### src/rtl/tm1640_rx.sv
// Receive-side decoder for the 2-wire TM1640-style display link.
// Oversamples tm_clk/tm_din, detects start/stop/bit events and rebuilds
// the digit image, brightness level and display-on state.
module tm1640_rx #(
    parameter int SYNC_STAGES = 2,
    parameter int NUM_DIGITS  = 9
) (
    input  logic        clk,
    input  logic        rst,
    input  logic        tm_clk,
    input  logic        tm_din,
    output logic [71:0] data_pack,
    output logic [2:0]  level,
    output logic        on,
    output logic        byte_valid,
    output logic [7:0]  byte_data,
    output logic        frame_done,
    output logic        err
);

    typedef enum logic [1:0] {IDLE, CMD, DATA, SKIP} state_t;

    logic [SYNC_STAGES-1:0] clk_sync_reg, din_sync_reg;
    logic                   clk_prev_reg, din_prev_reg;
    logic                   cs, ds;
    logic                   start_ev, stop_ev, bit_ev;

    state_t      state_reg, state_next;
    logic [2:0]  bitcnt_reg, bitcnt_next;
    logic [6:0]  shift_reg, shift_next;
    logic        mode_reg, mode_next;
    logic [3:0]  addr_reg, addr_next;
    logic [2:0]  level_reg, level_next;
    logic        on_reg, on_next;
    logic [7:0]  byte_data_reg, byte_data_next;
    logic        got_byte_reg, got_byte_next;
    logic        byte_valid_reg, byte_valid_next;
    logic        frame_done_reg, frame_done_next;
    logic        err_reg, err_next;
    logic        wr_en;
    logic [7:0]  byte_full;

    assign cs = clk_sync_reg[SYNC_STAGES-1];
    assign ds = din_sync_reg[SYNC_STAGES-1];

    // A rising link clock always wins: a simultaneous din change is a bit,
    // never a start/stop, because start/stop need the clock high in both samples.
    assign bit_ev   = !clk_prev_reg && cs;
    assign start_ev = clk_prev_reg && cs && din_prev_reg && !ds;
    assign stop_ev  = clk_prev_reg && cs && !din_prev_reg && ds;

    // Byte as it stands once the current sample is shifted in (LSB first).
    assign byte_full = {ds, shift_reg};

    // Input synchronisers plus one-cycle-delayed copies; idle bus is high.
    always_ff @(posedge clk or negedge rst) begin
        if (!rst) begin
            clk_sync_reg <= '1;
            din_sync_reg <= '1;
            clk_prev_reg <= 1'b1;
            din_prev_reg <= 1'b1;
        end else begin
            clk_sync_reg <= {clk_sync_reg[SYNC_STAGES-2:0], tm_clk};
            din_sync_reg <= {din_sync_reg[SYNC_STAGES-2:0], tm_din};
            clk_prev_reg <= cs;
            din_prev_reg <= ds;
        end
    end

    // Protocol state and decoded-control registers.
    always_ff @(posedge clk or negedge rst) begin
        if (!rst) begin
            state_reg      <= IDLE;
            bitcnt_reg     <= '0;
            shift_reg      <= '0;
            mode_reg       <= 1'b0;
            addr_reg       <= '0;
            level_reg      <= '0;
            on_reg         <= 1'b0;
            byte_data_reg  <= '0;
            got_byte_reg   <= 1'b0;
            byte_valid_reg <= 1'b0;
            frame_done_reg <= 1'b0;
            err_reg        <= 1'b0;
        end else begin
            state_reg      <= state_next;
            bitcnt_reg     <= bitcnt_next;
            shift_reg      <= shift_next;
            mode_reg       <= mode_next;
            addr_reg       <= addr_next;
            level_reg      <= level_next;
            on_reg         <= on_next;
            byte_data_reg  <= byte_data_next;
            got_byte_reg   <= got_byte_next;
            byte_valid_reg <= byte_valid_next;
            frame_done_reg <= frame_done_next;
            err_reg        <= err_next;
        end
    end

    // Next-state decode: frame boundaries first, then bit assembly and byte handling.
    always_comb begin
        state_next      = state_reg;
        bitcnt_next     = bitcnt_reg;
        shift_next      = shift_reg;
        mode_next       = mode_reg;
        addr_next       = addr_reg;
        level_next      = level_reg;
        on_next         = on_reg;
        byte_data_next  = byte_data_reg;
        got_byte_next   = got_byte_reg;
        byte_valid_next = 1'b0;
        frame_done_next = 1'b0;
        err_next        = 1'b0;
        wr_en           = 1'b0;

        if (state_reg == IDLE) begin
            if (start_ev) begin
                state_next    = CMD;
                bitcnt_next   = '0;
                got_byte_next = 1'b0;
            end
        end else if (start_ev) begin
            // Repeated start: abandon the current frame without frame_done.
            err_next      = (bitcnt_reg != 3'd0);
            state_next    = CMD;
            bitcnt_next   = '0;
            got_byte_next = 1'b0;
        end else if (stop_ev) begin
            err_next        = (bitcnt_reg != 3'd0);
            frame_done_next = got_byte_reg;
            state_next      = IDLE;
            bitcnt_next     = '0;
            got_byte_next   = 1'b0;
        end else if (bit_ev) begin
            shift_next  = byte_full[7:1];
            bitcnt_next = bitcnt_reg + 3'd1;
            if (bitcnt_reg == 3'd7) begin
                byte_valid_next = 1'b1;
                byte_data_next  = byte_full;
                got_byte_next   = 1'b1;
                case (state_reg)
                    CMD: begin
                        case (byte_full[7:6])
                            2'b01: begin
                                mode_next  = byte_full[2];
                                state_next = SKIP;
                            end
                            2'b10: begin
                                on_next    = byte_full[3];
                                level_next = byte_full[2:0];
                                state_next = SKIP;
                            end
                            2'b11: begin
                                addr_next  = byte_full[3:0];
                                state_next = DATA;
                            end
                            default: begin
                                err_next   = 1'b1;
                                state_next = SKIP;
                            end
                        endcase
                    end
                    DATA: begin
                        wr_en = 1'b1;
                        if (!mode_reg) begin
                            addr_next = addr_reg + 4'd1;
                        end
                    end
                    SKIP: err_next = 1'b1;
                    default: state_next = IDLE;
                endcase
            end
        end
    end

    // Digit registers; addresses beyond the stored range simply hit no register.
    genvar gi;
    generate
        for (gi = 0; gi < 9; gi++) begin : g_digit
            if (gi < NUM_DIGITS) begin : g_store
                logic [7:0] digit_reg;
                // Write the completed data byte into this digit when addressed.
                always_ff @(posedge clk or negedge rst) begin
                    if (!rst) begin
                        digit_reg <= '0;
                    end else if (wr_en && addr_reg == 4'(gi)) begin
                        digit_reg <= byte_full;
                    end
                end
                assign data_pack[8*gi +: 8] = digit_reg;
            end else begin : g_empty
                assign data_pack[8*gi +: 8] = 8'h00;
            end
        end
    endgenerate

    assign level      = level_reg;
    assign on         = on_reg;
    assign byte_valid = byte_valid_reg;
    assign byte_data  = byte_data_reg;
    assign frame_done = frame_done_reg;
    assign err        = err_reg;

endmodule

### config.mk
export PLATFORM = sky130hd
export DESIGN_NAME = tm1640_rx
export DESIGN_NICKNAME = d
export VERILOG_FILES = /design/src/rtl/tm1640_rx.sv
export SDC_FILE = /design/constraint.sdc
export NUM_CORES = 1
export LEC_CHECK = 0
export BUFFER_PORTS_ARGS = -buffer_cell sky130_fd_sc_hd__buf_2
export CAP_MARGIN = 20
export CORE_MARGIN = 2
export CORE_UTILIZATION = 30
export DETAILED_ROUTE_END_ITERATION = 16
export GPL_TIMING_DRIVEN = 0
export PLACE_DENSITY = 0.6
export SLEW_MARGIN = 5
export SYNTH_ARGS = -nofsm -noshare
export SYNTH_HDL_FRONTEND = slang
export SYNTH_SLANG_ARGS = --single-unit
### constraint.sdc
create_clock -name clk -period 2.5 [get_ports clk]
set_input_delay 0.25 -clock clk [delete_from_list [all_inputs] [get_ports clk]]
set_output_delay 0.25 -clock clk [all_outputs]
set_load 0.03 [all_outputs]
== Yosys cells after proc, flatten, opt, wreduce, memory -nomap -nowiden ==
Cells that the tools add are included.
Word-level totals
  bits in registers: 111
  input bits: 4
  output and inout bits: 87
  logic and storage cells: 126
Cells by class
  $add $sub $neg: 2
  equality and inequality tests: 19
  muxes and demuxes: 43
  bitwise gates (word level): 3
  reduce and logical (&&, ||, !) cells: 34
Operator list (count)
  1-bit 2-to-1 mux: 27
  4-bit by 3-bit == test with 1-bit output, second input constant: 4
  1-bit logical AND: 15
  3-bit 2-to-1 mux: 5
  7-bit AND reduction: 2
  2-bit 2-to-1 mux: 6
  3-bit nonzero test: 3
  2-bit == test, second input constant: 4
  4-bit by 2-bit == test with 1-bit output, second input constant: 2
  4-bit 2-to-1 mux: 2
  4-bit one-hot mux with 2 select lines: 1
  4-bit AND reduction: 2
  8-bit AND reduction: 1
  2-bit != test, second input constant: 3
  5-bit AND reduction: 1
  4-bit by 1-bit adder with 4-bit output, second input constant: 1
  2-bit by 1-bit == test with 1-bit output, second input constant: 2
  4-bit by 1-bit == test with 1-bit output, second input constant: 1
  4-bit == test, second input constant: 1
  4-bit zero test: 1
  2-bit one-hot mux with 2 select lines: 1
  3-bit by 1-bit adder with 3-bit output, second input constant: 1
  3-bit == test, second input constant: 1
  1-bit zero test: 3
  9 further kinds: 11

== Logic depth before layout (Yosys ltp) ==
Gate-level depths: netlist of run 1.
  depth after elaboration: 9
  mapped depth: 7
  depth with buffers taken out: 6

== Least setup slack after synthesis of run 1 ==
No wires, ideal clock.
  path kind: register to register
  start: register bitcnt_reg[0]
  end: register g_digit[0].g_store.digit_reg[0]
  setup time: 0.125 ns
  arrival: 1.799 ns
  data required time: 2.375 ns
  slack: 0.576 ns
  stages on the path, launching flop included: 8
  buffers on the path: 1
  period minus slack after synthesis: 1.924 ns
  path through: dfrtp_1 -> ha_1 -> ha_1 -> and3b_4 -> nand3_4 -> or3_1 -> buf_6 -> mux2_4
On the way
  longest elaborated chain between the ends: 7
RTL lines
  from (decl): line 29  | logic [2:0] bitcnt_reg, bitcnt_next;
  from (signal assigned): line 87  | bitcnt_reg <= bitcnt_next;
  3-bit == test: line 138  | if (bitcnt_reg == 3'd7) begin
  1-bit 2-to-1 mux: line 138
  1-bit 2-to-1 mux: line 135  | end else if (bit_ev) begin
  1-bit 2-to-1 mux: line 129  | end else if (stop_ev) begin
  1-bit 2-to-1 mux: line 123  | end else if (start_ev) begin
  1-bit 2-to-1 mux: line 117  | if (state_reg == IDLE) begin
  1-bit logical AND: line 187  | end else if (wr_en && addr_reg == 4'(gi)) begin
  to (signal assigned): line 188  | digit_reg <= byte_full;
  to (decl): line 182  | logic [7:0] digit_reg;
Every way passes these cells.
A chain may end at the register's enable or synchronous reset.

== Worst setup path in the final report of run 1 ==
  start: register bitcnt_reg[0]
  end: register g_digit[7].g_store.digit_reg[7]
On the way
  longest elaborated chain between the ends: 7
RTL lines (line)
  3-bit == test: 138
  1-bit 2-to-1 mux: 138
  1-bit 2-to-1 mux: 135
  1-bit 2-to-1 mux: 129
  1-bit 2-to-1 mux: 123
  1-bit 2-to-1 mux: 117
  1-bit logical AND: 187
  to (signal assigned): 188
  to (decl): 182
Every way passes these cells.

==> flow_metrics.env, run 1 <==
export IMPL_p_sw_frac=0.225
export IMPL_ctsHoldBuffers=3
export IMPL_ir_drop_mv=0.405
export IMPL_maxSlewHeadroom=0.507
export IMPL_nFillCells=1399
export IMPL_wl_per_cell_um=17.8
export IMPL_clk_latency_ns=0.35
export IMPL_p_int_mw=2.90
export IMPL_cts_max_level=3
export IMPL_worstMarginPinSlew_ns=0.740
export IMPL_largest_reg_flops=72
export IMPL_dr_total_vias=2828
export IMPL_clk_pin_slew_ns=0.07
export IMPL_yosys_register_bits=111
export IMPL_fin_total_pwr_mw=3.75
export IMPL_hold_class="reg -> reg"
export IMPL_start_util=0.310
export IMPL_fin_crit_ns=2.21
export IMPL_slew_viol_final=0
export IMPL_grt_max_degree=73
export IMPL_drive_above_1_share=0.546
export IMPL_tns_ns=0
export IMPL_power_leakage_nw=3.01
export IMPL_postLayoutCoreUtil=0.385
export IMPL_setup_viol=0
export IMPL_grt_pass1_vias=3032
export IMPL_rr_worst_depth=7
export IMPL_root_buffer="clkbuf_16"
export IMPL_sequentialPowerShare=0.499
export IMPL_cp_arrival_ns=2.44
export IMPL_rsz0062_at_grt="no"
export IMPL_cts_path_max_buffers=2
export IMPL_multiInputGateArea_sq_um=1650
export IMPL_grt_usage=0.141
export IMPL_gp_congestion=0.785
export IMPL_ant_nets=0
export IMPL_syn_nets=313
export IMPL_syn_avg_cell_area_sq_um=15.0
export IMPL_wl_um=10600
export IMPL_drc=0
export IMPL_fin_crit_sh=0.884
export IMPL_antenna_found_initial=0
export IMPL_stdcell_count=596
export IMPL_comb_power_share=0.059
export IMPL_cts_resized=0
export IMPL_p_clk_frac=0.442
export IMPL_synth_enable_flop_cells=0
export IMPL_dp_hpwl_um=7140
export IMPL_yosysWarnings=0
export IMPL_clock_fmax_ghz=0.452
export IMPL_nets=418
export IMPL_worstPathRequired_ns=2.73
export IMPL_start_kind="flip-flop"
export IMPL_path_max_fanout=8
export IMPL_area_sequential_sq_um=2790
export IMPL_grt_ovfl_total=0
export IMPL_diodes=0
export IMPL_seq_area_frac_synth=0.613
export IMPL_async_flop_share=1.00
export IMPL_die_w_um=127
export IMPL_portBuffers=90
export IMPL_cts_num_sinks=111
export IMPL_grt_pass1_wl_um=17200
export IMPL_drt_iter0_markers=111
export IMPL_dieArea_sq_um=16100
export IMPL_finalClockSkew_ns=0.00610
export IMPL_synth_cell_types=39
export IMPL_core_area_sq_um=14600
export IMPL_fp_row_count=44
export IMPL_status="finished, final reports clean"
export IMPL_hold_viol_final=0
export IMPL_crit_type="reg -> reg"
export IMPL_synthFlopType="dfrtp_1"
export IMPL_syn_to_final_growth_pct=24.0
export IMPL_die_h_um=127
export IMPL_hold_depth=0
export IMPL_endpoint_kind="flip-flop"
export IMPL_synth_area_sq_um=4540
export IMPL_p_per_area_nw_per_um2=665
export IMPL_dp_cells=577
export IMPL_numCtsBuffers=9
export IMPL_drv_cap=0
export IMPL_synth_cells=302
export IMPL_p_sw_uw=845
export IMPL_hold_ws_ns=0.358
export IMPL_via_per_inst=4.74
export IMPL_drt_pass1_iterations=4
export IMPL_cts_tree="done"
export IMPL_post_cts_buffers=0
export IMPL_ios=91
[power groups by stage]
| stage | Sequential, mW | Combinational [mW] | Clock [mW] |
|---|---|---|---|
| after CTS | 1.87 | 0.232 | 1.72 |
| after floorplan | 1.89 | 0.103 | 0 |
| final | 1.87 | 0.221 | 1.66 |
| after detailed placement | 1.90 | 0.228 | 0 |
| after global placement | 1.90 | 0.217 | 0 |
| after global routing | 1.88 | 0.250 | 1.78 |
[cells in the mapped netlist, drive strengths merged (2+ instances only)]
cell type,number,share of area
dfrtp,105,0.58
mux2,93,0.24
a21oi,11,0.013
clkbuf,9,0.0074
buf,8,0.012
nand2,8,0.0066
ha,7,0.019
dfstp,6,0.035
inv,6,0.0050
nor2,6,0.0055
nand2b,5,0.0069
nand3,4,0.0072
nand3b,4,0.012
nor3b,4,0.012
o21ai,4,0.0044
a31oi,3,0.0041
and3,3,0.0041
a22o,2,0.0039
o22ai,2,0.0028
[cells in the final DEF, fill, tap and decap left out, types with 3 or more instances in the layout]
cell type / instances
mux2_4: 8
clkbuf_1: 10
dlygate4sd3_1: 3
nand3b_2: 3
nor2_1: 5
and3_1: 3
nand2b_1: 5
bufinv_16: 3
clkbuf_16: 9
ha_1: 7
mux2_2: 85
buf_2: 94
dfrtp_1: 105
inv_1: 6
dfstp_2: 6
buf_6: 3
nand2_1: 8
o21ai_0: 4
a31oi_1: 3
nand3_1: 3
a21oi_1: 10
[worst max-delay path: stages, from the launching register on]
cell      delay (ns)
dfrtp_1         0.37
ha_1            0.16
ha_1            0.26
nand3b_4        0.16
nor3_4          0.32
and3_1          0.21
buf_2           0.24
mux2_2          0.36
[logic make-up after synthesis]
group,count (synthesis),synth area share
fa+ha+maj,7,0.0193
buf+inv,23,0.0245
simple gates,42,0.0705
mux,93,0.237
compound gates,26,0.0353
flops,111,0.613
[per-layer routing]
layer | part of all wire | vias up | routed length [um] | track usage
met2 | 0.47 | 77 | 5020 | 0.224
met1 | 0.45 | 1464 | 4800 | 0.189
met3 | 0.056 | 10 | 595 | 0.0331
met4 | 0.017 | 0 | 180 | 0.0543
met5 | 0 | - | 0 | 0
li1 | - | 1277 | - | -
[per-stage QoR]
step	worst slack, ns	cell area (sq um)
finish	0.289	5630
global placement	-0.107	5220
CTS	0.261	5630
global route	0.108	5630
floorplan	0.576	4540
detailed placement	0.288	5260
[final timing paths]
check | start | endpoint | slack, ns
worst max-delay path | bitcnt_reg[0] | g_digit[7].g_store.digit_reg[7] | 0.29
worst min-delay path | clk_sync_reg[0] | clk_sync_reg[1] | 0.36
worst max register to register | bitcnt_reg[0] | g_digit[7].g_store.digit_reg[7] | 0.29
worst min register to register | clk_sync_reg[0] | clk_sync_reg[1] | 0.36
max in group asynchronous | rst | g_digit[0].g_store.digit_reg[4] | 1.44
min in group asynchronous | rst | g_digit[1].g_store.digit_reg[7] | 0.38
[area by class of cell]
class,count,share of cell area
timing repair buffer,94,0.0913
inverter,6,0.00400
clock inverter,5,0.0184
multi-input combinational,168,0.292
clock buffer,11,0.0431
sequential,111,0.494
tap,184,0.0409
buffer,17,0.0158
(Power assumes the default switching activity.)
==> inputs of run 2 (changes only) <==
--- a/config.mk
+++ b/config.mk
@@ -7,11 +7,13 @@
 export LEC_CHECK = 0
 export BUFFER_PORTS_ARGS = -buffer_cell sky130_fd_sc_hd__buf_2
 export CAP_MARGIN = 20
+export CELL_PAD_IN_SITES_DETAIL_PLACEMENT = 0
+export CELL_PAD_IN_SITES_GLOBAL_PLACEMENT = 1
 export CORE_MARGIN = 2
 export CORE_UTILIZATION = 30
 export DETAILED_ROUTE_END_ITERATION = 16
 export GPL_TIMING_DRIVEN = 0
-export PLACE_DENSITY = 0.6
+export PLACE_DENSITY = 0.68
 export SLEW_MARGIN = 5
 export SYNTH_ARGS = -nofsm -noshare
 export SYNTH_HDL_FRONTEND = slang
==> run 2 against run 1 <==
Critical path depth is the same; global-route usage shrank 0.51 points; count of clock-buffer cells in the layout grew 1; largest power group unchanged; final cell count is the same; utilization shrank 0.31 points; first-iteration DRC count shrank 38%; highest routed layer unchanged; die area is the same; critical path type unchanged; combinational power shrank 3%.
==> flow_metrics.env, run 2 (same netlist as run 1, synthesis figures left out) <==
export IMPL_worstMarginPinSlew_ns=0.710
export IMPL_hold_class="in -> async"
export IMPL_drt_pass1_iterations=4
export IMPL_power_leakage_nw=2.98
export IMPL_die_h_um=127
export IMPL_portBuffers=90
export IMPL_numCtsBuffers=9
export IMPL_worstPathRequired_ns=2.73
export IMPL_core_area_sq_um=14600
export IMPL_status="finished, final reports clean"
export IMPL_dp_hpwl_um=6920
export IMPL_design_area_sq_um=5590
export IMPL_drv_cap=0
export IMPL_dieArea_sq_um=16100
export IMPL_via_per_inst=4.67
export IMPL_nets=418
export IMPL_grt_pass1_wl_um=16500
export IMPL_rsz0062_at_grt="no"
export IMPL_crit_type="reg -> reg"
export IMPL_endpoint_kind="flip-flop"
export IMPL_rr_worst_depth=7
export IMPL_fin_crit_sh=0.878
export IMPL_fin_crit_ns=2.20
export IMPL_grt_max_degree=85
export IMPL_grt_pass1_vias=2886
export IMPL_clk_pin_slew_ns=0.07
export IMPL_syn_to_final_growth_pct=23.0
export IMPL_p_sw_uw=840
export IMPL_cp_arrival_ns=2.43
export IMPL_ant_nets=0
export IMPL_setup_viol=0
export IMPL_path_max_fanout=8
export IMPL_maxSlewHeadroom=0.526
export IMPL_tns_ns=0
export IMPL_wl_per_cell_um=17.5
export IMPL_fp_row_count=44
export IMPL_root_buffer="clkbuf_16"
export IMPL_diodes=0
export IMPL_max_stage_delay_ns=0.38
export IMPL_largest_reg_flops=72
export IMPL_p_int_mw=2.70
export IMPL_path_cells="ha_1, ha_1, nand3b_4, nor3_4, and3_1, buf_2, mux2_2"
export IMPL_start_util=0.310
export IMPL_cp_startpoint="bitcnt_reg[0]"
export IMPL_cts_num_sinks=111
export IMPL_cts_path_max_buffers=2
export IMPL_placed_cell_area_sq_um=5260
export IMPL_ir_drop_mv=0.320
export IMPL_stdcell_count=596
export IMPL_layout_commonest_cell="dfrtp_1"
export IMPL_p_per_area_nw_per_um2=634
export IMPL_path_common_cell="ha_1"
export IMPL_layout_common_cells="dfrtp_1 (105), buf_2 (94), mux2_2 (85), clkbuf_1 (11), a21oi_1 (10)"
export IMPL_gp_congestion=0.769
export IMPL_antenna_found_initial=0
export IMPL_drive_above_1_share=0.544
export IMPL_die_w_um=127
export IMPL_ios=91
export IMPL_grt_ovfl_total=0
export IMPL_cts_max_level=3
export IMPL_p_clk_frac=0.411
export IMPL_drt_iter0_markers=69
export IMPL_hold_viol_final=0
export IMPL_p_sw_frac=0.237
export IMPL_cpMaxStageDelayCell="dfrtp_1"
export IMPL_finalClockSkew_ns=0.0103
export IMPL_grt_usage=0.136
export IMPL_comb_power_share=0.061
export IMPL_cts_tree="done"
export IMPL_clk_latency_ns=0.35
export IMPL_dr_total_vias=2786
export IMPL_timing_rr_start="bitcnt_reg[0]"
export IMPL_start_kind="flip-flop"
export IMPL_sequentialPowerShare=0.528
export IMPL_clock_fmax_ghz=0.455
export IMPL_dp_cells=577
export IMPL_drc=0
export IMPL_slew_viol_final=0
export IMPL_wl_um=10400
run 2: changes by cell type in the layout (fill, tap and decap cells not counted):
| cell | previous run | this run |
|---|---|---|
| clkbuf_1 | 10 | 11 |
| inv_6 | 1 | 0 |
| clkinv_4 | 0 | 2 |
| clkinvlp_4 | 0 | 1 |
| clkinv_2 | 1 | 0 |
| bufinv_16 | 3 | 1 |
run 2: cell type report:
type                    count  area (sq um)
multi-input cells         168          1650
flip-flops and latches    111          2790
repair buffers             94           514
clock inverters             4          55.1
fillers                  1430          9060
plain buffers              17          88.8
inverters                   6          22.5
well taps                 184           230
clock buffers              12           246
run 2: path summary, 6_finish.rpt:
| check | slack, ns | endpoint |
|---|---|---|
| min in group clk | 0.36 | din_sync_reg[1] |
| hold reg to reg | 0.36 | din_sync_reg[1] |
| hold / removal | 0.33 | byte_data[3] |
| setup / recovery | 0.30 | g_digit[7].g_store.digit_reg[7] |
| setup reg to reg | 0.30 | g_digit[7].g_store.digit_reg[7] |
| max in group asynchronous | 1.46 | g_digit[6].g_store.digit_reg[5] |
run 2: what timing repair did:
action	CTS	global route
setup buffers	0	0
hold endpoints to repair	29	0
resized for setup	0	0
hold buffers	3	0
run 2: metal layers:
layer	wire (um)	vias up	global-route usage
li1	-	1282	-
met1	4700	1421	0.178
met2	4980	70	0.216
met3	554	13	0.0402
met4	168	0	0.0485
met5	0	-	0
run 2: power by group through the flow:
| stage | registers (mW) | logic, mW | clock network (mW) |
|---|---|---|---|
| after floorplan | 1.89 | 0.103 | 0 |
| after global placement | 1.91 | 0.209 | 0 |
| after detailed placement | 1.91 | 0.222 | 0 |
| after CTS | 1.87 | 0.225 | 1.52 |
| after global routing | 1.88 | 0.245 | 1.59 |
| final | 1.87 | 0.215 | 1.46 |
run 2: worst max-delay path: cells and delay by family (launching register included):
kind | cells | cell delay (ns)
muxes | 1 | 0.36
buffers and inverters | 1 | 0.25
and+or+nand+nor | 3 | 0.67
adders and majority gates | 2 | 0.41
DFF | 1 | 0.38
run 2: stage by stage:
| stage | hold WS [ns] | setup slack [ns] | utilization | power, mW |
|---|---|---|---|---|
| 6_report | 0.332 | 0.305 | 0.382 | 3.54 |
| 5_1_grt | 0.347 | 0.178 | 0.382 | 3.71 |
| 4_1_cts | 0.319 | 0.270 | 0.382 | 3.62 |
| 3_5_place_dp | 0.141 | 0.294 | 0.359 | 2.13 |
| 3_3_place_gp | 0.348 | -0.104 | 0.357 | 2.12 |
| 2_1_floorplan | -0.0456 | 0.576 | - | 1.99 |
==> inputs of run 3 (changes only) <==
--- a/config.mk
+++ b/config.mk
@@ -10,10 +10,10 @@
 export CELL_PAD_IN_SITES_DETAIL_PLACEMENT = 0
 export CELL_PAD_IN_SITES_GLOBAL_PLACEMENT = 1
 export CORE_MARGIN = 2
-export CORE_UTILIZATION = 30
+export CORE_UTILIZATION = 45
 export DETAILED_ROUTE_END_ITERATION = 16
 export GPL_TIMING_DRIVEN = 0
-export PLACE_DENSITY = 0.68
+export PLACE_DENSITY = 0.9
 export SLEW_MARGIN = 5
 export SYNTH_ARGS = -nofsm -noshare
 export SYNTH_HDL_FRONTEND = slang
==> run 3 against run 2 <==
First-iteration DRC count increased by 70%; highest routed layer unchanged; clock skew increased by 0.0054 ns; critical endpoint is now g_digit[7].g_store.digit_reg[0]; global-route usage increased by 4.9 points; fmax increased by 1.1%.
==> flow_metrics.env, run 3 (same netlist as run 1, synthesis figures left out) <==
export IMPL_start_util=0.465
export IMPL_path_common_cell="ha_1"
export IMPL_gp_congestion=0.810
export IMPL_clock_fmax_ghz=0.460
export IMPL_p_sw_frac=0.267
export IMPL_endpoint_kind="flip-flop"
export IMPL_p_sw_uw=833
export IMPL_largest_reg_flops=72
export IMPL_slew_viol_final=0
export IMPL_power_leakage_nw=2.95
export IMPL_antenna_found_initial=0
export IMPL_cts_max_level=3
export IMPL_diodes=0
export IMPL_placed_cell_area_sq_um=5210
export IMPL_layout_common_cells="dfrtp_1 (105), buf_2 (94), mux2_2 (85), a21oi_1 (10), clkbuf_1 (10)"
export IMPL_max_stage_delay_ns=0.39
export IMPL_setup_viol=0
export IMPL_wl_per_cell_um=17.6
export IMPL_drt_iter0_markers=117
export IMPL_dr_total_vias=2789
export IMPL_sequentialPowerShare=0.599
export IMPL_cts_tree="done"
export IMPL_drive_above_1_share=0.547
export IMPL_cp_top_family="simple AND/OR/NAND/NOR gates"
export IMPL_fin_crit_ns=2.17
export IMPL_path_max_fanout=8
export IMPL_path_buf_inv=1
export IMPL_hold_class="in -> async"
export IMPL_fin_crit_sh=0.869
export IMPL_portBuffers=90
export IMPL_numCtsBuffers=9
export IMPL_die_w_um=104
export IMPL_start_kind="flip-flop"
export IMPL_worstPathRequired_ns=2.77
export IMPL_path_cells="ha_1, ha_1, nand3b_4, nor3_4, and3_1, buf_2, mux2_2"
export IMPL_ant_nets=0
export IMPL_crit_type="reg -> reg"
export IMPL_dieArea_sq_um=10900
export IMPL_cts_path_max_buffers=2
export IMPL_ir_drop_mv=0.301
export IMPL_grt_max_degree=71
export IMPL_design_area_sq_um=5430
export IMPL_cp_arrival_ns=2.44
export IMPL_cts_resized=0
export IMPL_status="finished, final reports clean"
export IMPL_wl_um=9600
export IMPL_syn_to_final_growth_pct=19.5
export IMPL_maxSlewHeadroom=0.578
export IMPL_p_per_area_nw_per_um2=575
export IMPL_clk_pin_slew_ns=0.11
export IMPL_via_per_inst=5.11
export IMPL_grt_usage=0.185
export IMPL_cts_num_sinks=111
export IMPL_layout_commonest_cell="dfrtp_1"
export IMPL_p_int_mw=2.29
export IMPL_drt_pass1_iterations=4
export IMPL_p_clk_frac=0.334
export IMPL_core_area_sq_um=9770
export IMPL_drc=0
export IMPL_fin_total_pwr_mw=3.12
export IMPL_grt_pass1_wl_um=15500
export IMPL_dp_hpwl_um=6510
export IMPL_drv_cap=0
export IMPL_die_h_um=104
export IMPL_clk_latency_ns=0.38
export IMPL_postLayoutCoreUtil=0.555
export IMPL_fp_row_count=36
export IMPL_hold_viol_final=0
export IMPL_comb_power_share=0.067
export IMPL_finalClockSkew_ns=0.0156
export IMPL_cpMaxStageDelayCell="dfrtp_1"
export IMPL_grt_ovfl_total=0
export IMPL_worstMarginPinSlew_ns=0.633
export IMPL_nets=419
export IMPL_rsz0062_at_grt="no"
export IMPL_root_buffer="clkbuf_8"
export IMPL_ctsHoldBuffers=3
export IMPL_post_cts_buffers=0
export IMPL_ios=91
export IMPL_grt_pass1_vias=2892
run 3: final timing paths:
check                                startpoint                              end  slack, ns  depth (start not counted)
worst min register to register  din_sync_reg[0]                  din_sync_reg[1]       0.36                          0
min in group clk                din_sync_reg[0]                  din_sync_reg[1]       0.36                          0
worst max register to register    bitcnt_reg[0]  g_digit[7].g_store.digit_reg[0]       0.33                          7
worst min-delay path                        rst  g_digit[6].g_store.digit_reg[6]       0.19                          2
worst max-delay path              bitcnt_reg[0]  g_digit[7].g_store.digit_reg[0]       0.33                          7
max in group asynchronous                   rst                     byte_data[0]       1.54                          4
run 3: area by class of cell:
type | instances | area [sq um]
buffer | 17 | 88.8
clock buffer | 10 | 128
clock inverter | 6 | 62.6
fill | 825 | 4350
inverter | 6 | 22.5
multi-input combinational | 168 | 1650
sequential | 111 | 2790
tap | 133 | 166
timing repair buffer | 95 | 531
run 3: routing by layer:
| layer | wire length (um) | share of wire | global-route usage | vias up |
|---|---|---|---|---|
| met5 | 0 | 0 | 0 | - |
| met4 | 200 | 0.021 | 0.0753 | 0 |
| met3 | 416 | 0.043 | 0.0388 | 14 |
| met2 | 4820 | 0.50 | 0.309 | 74 |
| met1 | 4160 | 0.43 | 0.234 | 1425 |
| li1 | - | - | - | 1276 |
run 3: through the flow:
| step | setup slack, ns | TNS [ns] | hold slack [ns] | std cells |
|---|---|---|---|---|
| 2_1_floorplan | 0.576 | 0 | -0.0456 | 302 |
| 3_3_place_gp | -0.00704 | -0.279 | 0.348 | 525 |
| 3_5_place_dp | 0.348 | 0 | 0.0488 | 527 |
| 4_1_cts | 0.321 | 0 | 0.175 | 546 |
| 5_1_grt | 0.170 | 0 | 0.181 | 546 |
| 6_report | 0.328 | 0 | 0.187 | 546 |
run 3: power groups by stage:
stage | Clock [mW] | Combinational [mW] | Sequential (mW)
final | 1.04 | 0.208 | 1.87
after global routing | 1.15 | 0.229 | 1.87
after CTS | 1.07 | 0.213 | 1.87
after detailed placement | 0 | 0.210 | 1.90
after global placement | 0 | 0.192 | 1.90
after floorplan | 0 | 0.103 | 1.89
